## config.mk

```make
export PLATFORM = sky130hd
export DESIGN_NAME = bridge_req_encoder
export DESIGN_NICKNAME = d
export VERILOG_FILES = /design/src/rtl/bridge_req_encoder_pkg.sv /design/src/rtl/bridge_req_encoder.sv
export SDC_FILE = /design/constraint.sdc
export NUM_CORES = 1
export LEC_CHECK = 0
export ABC_AREA = 1
export CORE_MARGIN = 5
export CORE_UTILIZATION = 36
export DETAILED_ROUTE_END_ITERATION = 12
export PLACE_DENSITY_LB_ADDON = 0.3
export SYNTH_ARGS = -nofsm -noshare
export SYNTH_HDL_FRONTEND = slang
export SYNTH_SLANG_ARGS = --single-unit
```

## constraint.sdc

```tcl
create_clock -name clk -period 2.5 [get_ports clk]
set_clock_uncertainty 0.15 [all_clocks]
set_input_delay 0.5 -clock clk [delete_from_list [all_inputs] [get_ports clk]]
set_output_delay 0.5 -clock clk [all_outputs]
set_load 0.01 [all_outputs]
```

## src/rtl/bridge_req_encoder_pkg.sv

```systemverilog
// Shared constants and helpers for the ASCII bus bridge (request encoder,
// bridge_rx decoder and bridge_tx response path).
package bridge_req_encoder_pkg;

    // Message framing characters
    localparam logic [7:0] CHAR_M  = 8'h4D;
    localparam logic [7:0] CHAR_CR = 8'h0D;
    localparam logic [7:0] CHAR_LF = 8'h0A;

    // Encoded message lengths in bytes
    localparam int MSG_LEN_RD = 7;
    localparam int MSG_LEN_WR = 11;

    // Index of the terminating LF for each message type
    localparam logic [3:0] LAST_IDX_RD = 4'(MSG_LEN_RD - 1);
    localparam logic [3:0] LAST_IDX_WR = 4'(MSG_LEN_WR - 1);

    // bridge_rx constants: longest frame accepted and hex digit count per field
    localparam int BRIDGE_RX_MAX_LEN  = MSG_LEN_WR;
    localparam int BRIDGE_RX_FIELD_HX = 4;

    // bridge_tx constants: response framing
    localparam logic [7:0] BRIDGE_TX_ACK = 8'h4B;
    localparam int BRIDGE_TX_RSP_LEN     = 7;

    typedef enum logic {
        ENC_IDLE = 1'b0,
        ENC_SEND = 1'b1
    } enc_state_t;

    // Uppercase ASCII hex digit for a nibble
    function automatic logic [7:0] nib2ascii(input logic [3:0] nib);
        if (nib < 4'd10) begin
            return 8'h30 + {4'b0000, nib};
        end
        return 8'h37 + {4'b0000, nib};
    endfunction

endpackage

```

## src/rtl/bridge_req_encoder.sv

```systemverilog
// Serialises a bus request into an ASCII command line for the UART transmitter:
//   read : 'M' A3 A2 A1 A0 CR LF
//   write: 'M' A3 A2 A1 A0 D3 D2 D1 D0 CR LF
module bridge_req_encoder
    import bridge_req_encoder_pkg::*;
(
    input  logic        clk,
    input  logic        rst,
    input  logic [15:0] req_addr,
    input  logic [15:0] req_data,
    input  logic        req_rw,
    input  logic        req_valid,
    output logic        req_ready,
    output logic [7:0]  axiod,
    output logic        axiov,
    input  logic        axior
);

    enc_state_t  state, state_next;
    logic [3:0]  idx, idx_next;
    logic        accept;

    logic [15:0] req_addr_p0;
    logic [15:0] req_data_p0;
    logic        req_rw_p0;
    logic [7:0]  cur_byte;
    logic [3:0]  last_idx;

    assign accept   = req_valid && (state == ENC_IDLE);
    assign last_idx = req_rw_p0 ? LAST_IDX_WR : LAST_IDX_RD;

    // Control state: FSM state and byte index, cleared by reset
    always_ff @(posedge clk) begin
        if (rst) begin
            state <= ENC_IDLE;
            idx   <= 4'd0;
        end else begin
            state <= state_next;
            idx   <= idx_next;
        end
    end

    // Capture stage: request fields held for the whole message
    always_ff @(posedge clk) begin
        if (accept) begin
            req_addr_p0 <= req_addr;
            req_data_p0 <= req_data;
            req_rw_p0   <= req_rw;
        end
    end

    // Byte mux: select the character for the current index from the latched request
    always_comb begin
        cur_byte = 8'h00;
        case (idx)
            4'd0:    cur_byte = CHAR_M;
            4'd1:    cur_byte = nib2ascii(req_addr_p0[15:12]);
            4'd2:    cur_byte = nib2ascii(req_addr_p0[11:8]);
            4'd3:    cur_byte = nib2ascii(req_addr_p0[7:4]);
            4'd4:    cur_byte = nib2ascii(req_addr_p0[3:0]);
            4'd5:    cur_byte = req_rw_p0 ? nib2ascii(req_data_p0[15:12]) : CHAR_CR;
            4'd6:    cur_byte = req_rw_p0 ? nib2ascii(req_data_p0[11:8])  : CHAR_LF;
            4'd7:    cur_byte = nib2ascii(req_data_p0[7:4]);
            4'd8:    cur_byte = nib2ascii(req_data_p0[3:0]);
            4'd9:    cur_byte = CHAR_CR;
            4'd10:   cur_byte = CHAR_LF;
            default: cur_byte = 8'h00;
        endcase
    end

    // Next-state and handshake outputs; axiod is forced to zero outside SEND
    always_comb begin
        state_next = state;
        idx_next   = idx;
        req_ready  = 1'b0;
        axiov      = 1'b0;
        axiod      = 8'h00;
        case (state)
            ENC_IDLE: begin
                req_ready = 1'b1;
                if (req_valid) begin
                    state_next = ENC_SEND;
                    idx_next   = 4'd0;
                end
            end
            ENC_SEND: begin
                axiov = 1'b1;
                axiod = cur_byte;
                if (axior) begin
                    if (idx == last_idx) begin
                        state_next = ENC_IDLE;
                        idx_next   = 4'd0;
                    end else begin
                        idx_next = idx + 4'd1;
                    end
                end
            end
            default: begin
                state_next = ENC_IDLE;
                idx_next   = 4'd0;
            end
        endcase
    end

endmodule

```

==> flow_metrics.py, run 1 <==
metrics = {
    "setup_path": {
        "crit_top_cell": "nand2_1",
        "startpoint": "idx[0]",
        "startpoint_type": "flop",
        "timing.critical_path.required_ps": 1850,
        "critPathKind": "flop to output pin",
        "critPathMaxFanout": 6,
        "crit_path_top_delay_cell": "dfxtp_4",
        "crit_arrival_ps": 1840,
        "cp-end-kind": "output pin",
        "cp_cell_sequence": "nor2_2, nand2_1, inv_2, nand2_1, o21ai_1, nor2_1, nand3_1, nand2_1, inv_1, dlygate4sd2_1",
        "r2r_start": "idx[0]",
        "max_stage_delay_ps": 380,
    },
    "yosys": {
        "ys_ff_latch": 38,
        "synth_fp_nets": 411,
        "syn_avg_cell_area_sq_um": 6.89,
        "synth_top_area_frac": 0.393,
        "synth_area_sq_um": 2520,
        "yosys_warnings": 0,
        "synth_seq_area_share": 0.433,
        "syn_inst": 366,
        "yosysTopAreaCell": "edfxtp_1",
        "ys_top_cells_by_area": "edfxtp_1 (39%), nand2_1 (17%), inv_1 (8.5%), nor2_1 (8.3%), nand3_1 (6.9%)",
        "synth_cell_types": 21,
    },
    "finish": {
        "syn_to_final_growth_pct": 40.4,
        "fin_nets": 494,
        "layout_commonest_cell": "nand2_1",
        "final_cell_mix": "nand2_1 (111), inv_1 (51), nor2_1 (41)",
        "stdcell_count": 545,
        "antennaDiodeCount": 0,
        "layout-drive-gt1-share": 0.218,
    },
    "clocking": {
        "cts_tree": "built",
        "clk_latency_ps": 280,
        "cts.sinks": 38,
        "numCtsBuffers": 5,
        "root_buffer": "clkbuf_8",
        "clockBufferDepth": 2,
        "htreeDepth": 2,
        "postCtsHoldBufs": 0,
        "clk_pin_slew_worst_paths_ps": 70,
    },
    "global_route": {
        "first_global_vias": 2417,
        "grt_pass1_wl_um": 10400,
        "grt_use_total": 0.147,
        "grt_max_degree": 24,
        "grt_antenna_before_repair": 0,
        "grt_overflow_total": 0,
    },
    "outcome": {
        "status": "finished clean",
    },
    "drt": {
        "first_pass_iters": 4,
        "drc": 0,
        "wl_um": 6380,
        "vias": 2544,
        "vias_per_cell": 4.67,
        "avgRoutedWirePerCell_um": 11.7,
        "postRouteAntennaNets": 0,
        "drtIter0Drc": 181,
    },
    "place": {
        "post-dp-hpwl_um": 4960,
        "dp_slack_ps": -94.6,
        "portBuffers": 45,
        "place_congestion": 0.886,
        "placedCellCount": 530,
    },
    "floorplan": {
        "start_util": 0.371,
        "die_height_um": 93.7,
        "die-area_sq_um": 8780,
        "fp.dieW_um": 93.7,
        "core_region_area_sq_um": 6790,
        "pin_count": 47,
        "row_count": 30,
    },
    "timing": {
        "fin_ws_ps": 5.94,
        "fin_hold_ws_ps": 386,
        "setup_viol": 0,
        "rsz0062_at_grt": "true",
        "tns_ps": 0,
        "period_share": 0.998,
        "slew_viol_final": 0,
        "hold_viol": 0,
        "fin_crit_ps": 2490,
        "clock.fmax_ghz": 0.401,
    },
    "pwr": {
        "p_total_uw": 1530,
        "powerDensity_nw_per_um2": 433,
        "power.leakage_uw": 0.00165,
        "peakVddDrop_mv": 0.306,
    },
    "min_path": {
        "hp-class": "flop to flop",
        "hold_start": "idx[3]",
    },
    "run": {
        "max_cap_violations": 0,
    },
}
[cell families after synthesis]
kind of cell               share of synthesized area
DFF                                            0.433
buffers and inverters                         0.0938
and+or+nand+nor                                0.354
other                                        0.00149
adders and majority gates                     0.0397
AOI/OAI and AO/OA                             0.0779
[through the flow]
step / area [sq um] / util
floorplan: 2520 / -
global placement: 3270 / 0.481
detailed placement: 3270 / 0.481
CTS: 3430 / 0.505
global route: 3540 / 0.521
finish: 3540 / 0.521
[state kept, by name (all words and copies together), names as in the netlist]
name,flops
req_addr_p0,16
req_data_p0,16
idx,4
req_rw_p0,1
state,1
[worst paths after layout]
check / end / slack (ps) / depth (start not counted)
min: idx[3] / 390 / 2
max: axiod[3] / 6 / 10
min reg2reg: idx[3] / 390 / 2
max reg2reg: idx[2] / 960 / 8
[synthesized netlist by cell type]
master,count
a21oi_1,20
and2_1,2
and3_1,1
buf_4,1
clkbuf_1,1
conb_1,1
dfxtp_1,5
edfxtp_1,33
ha_1,8
inv_1,57
inv_2,3
nand2_1,117
nand3_1,35
nand4_1,1
nor2_1,56
nor2_2,3
o21ai_0,13
o21ai_1,2
o221ai_1,1
o22ai_1,2
or2_2,4
[layer usage]
layer,part of all wire,routed length [um],track usage
met1,0.44,2800,0.185
met2,0.47,3020,0.241
met3,0.064,405,0.0361
met4,0.024,152,0.0590
met5,0,0,0
[power breakdown]
part	leakage (uW)	internal, uW	switching (uW)
Combinational	0.00124	143	144
Clock	0.0000517	288	208
Sequential	0.000358	726	23.9
[worst max-delay path, delay by kind of cell (launching register included)]
family | cells | cell delay, ps
and+or+nand+nor | 6 | 600
buffers and inverters | 3 | 420
DFF | 1 | 380
AOI/OAI and AO/OA | 1 | 150
[final cells by class]
cell class / count / area, sq um
Clock inverter: 2 / 33.8
Inverter: 60 / 225
Clock buffer: 5 / 68.8
Fill cell: 656 / 3250
Multi-Input combinational cell: 266 / 1310
Tap cell: 96 / 120
Sequential cell: 38 / 1100
Timing Repair Buffer: 78 / 677
[timing repair]
| action | 4_1_cts | 5_1_grt |
|---|---|---|
| setup buffers | 2 | 6 |
| pin swaps | 2 | 5 |
| resized for setup | 39 | 38 |
| cloned | 0 | 0 |
| setup endpoints to repair | 7 | 7 |
Power figures use the tool's default switching activity.
==> run 2, diff against run 1 <==
--- a/config.mk
+++ b/config.mk
@@ -10,6 +10,7 @@
 export CORE_UTILIZATION = 36
 export DETAILED_ROUTE_END_ITERATION = 12
 export PLACE_DENSITY_LB_ADDON = 0.3
+export SLEW_MARGIN = 20
 export SYNTH_ARGS = -nofsm -noshare
 export SYNTH_HDL_FRONTEND = slang
 export SYNTH_SLANG_ARGS = --single-unit
==> results of run 2 <==
Final layout, timing and power as in run 1 (identical DEF).
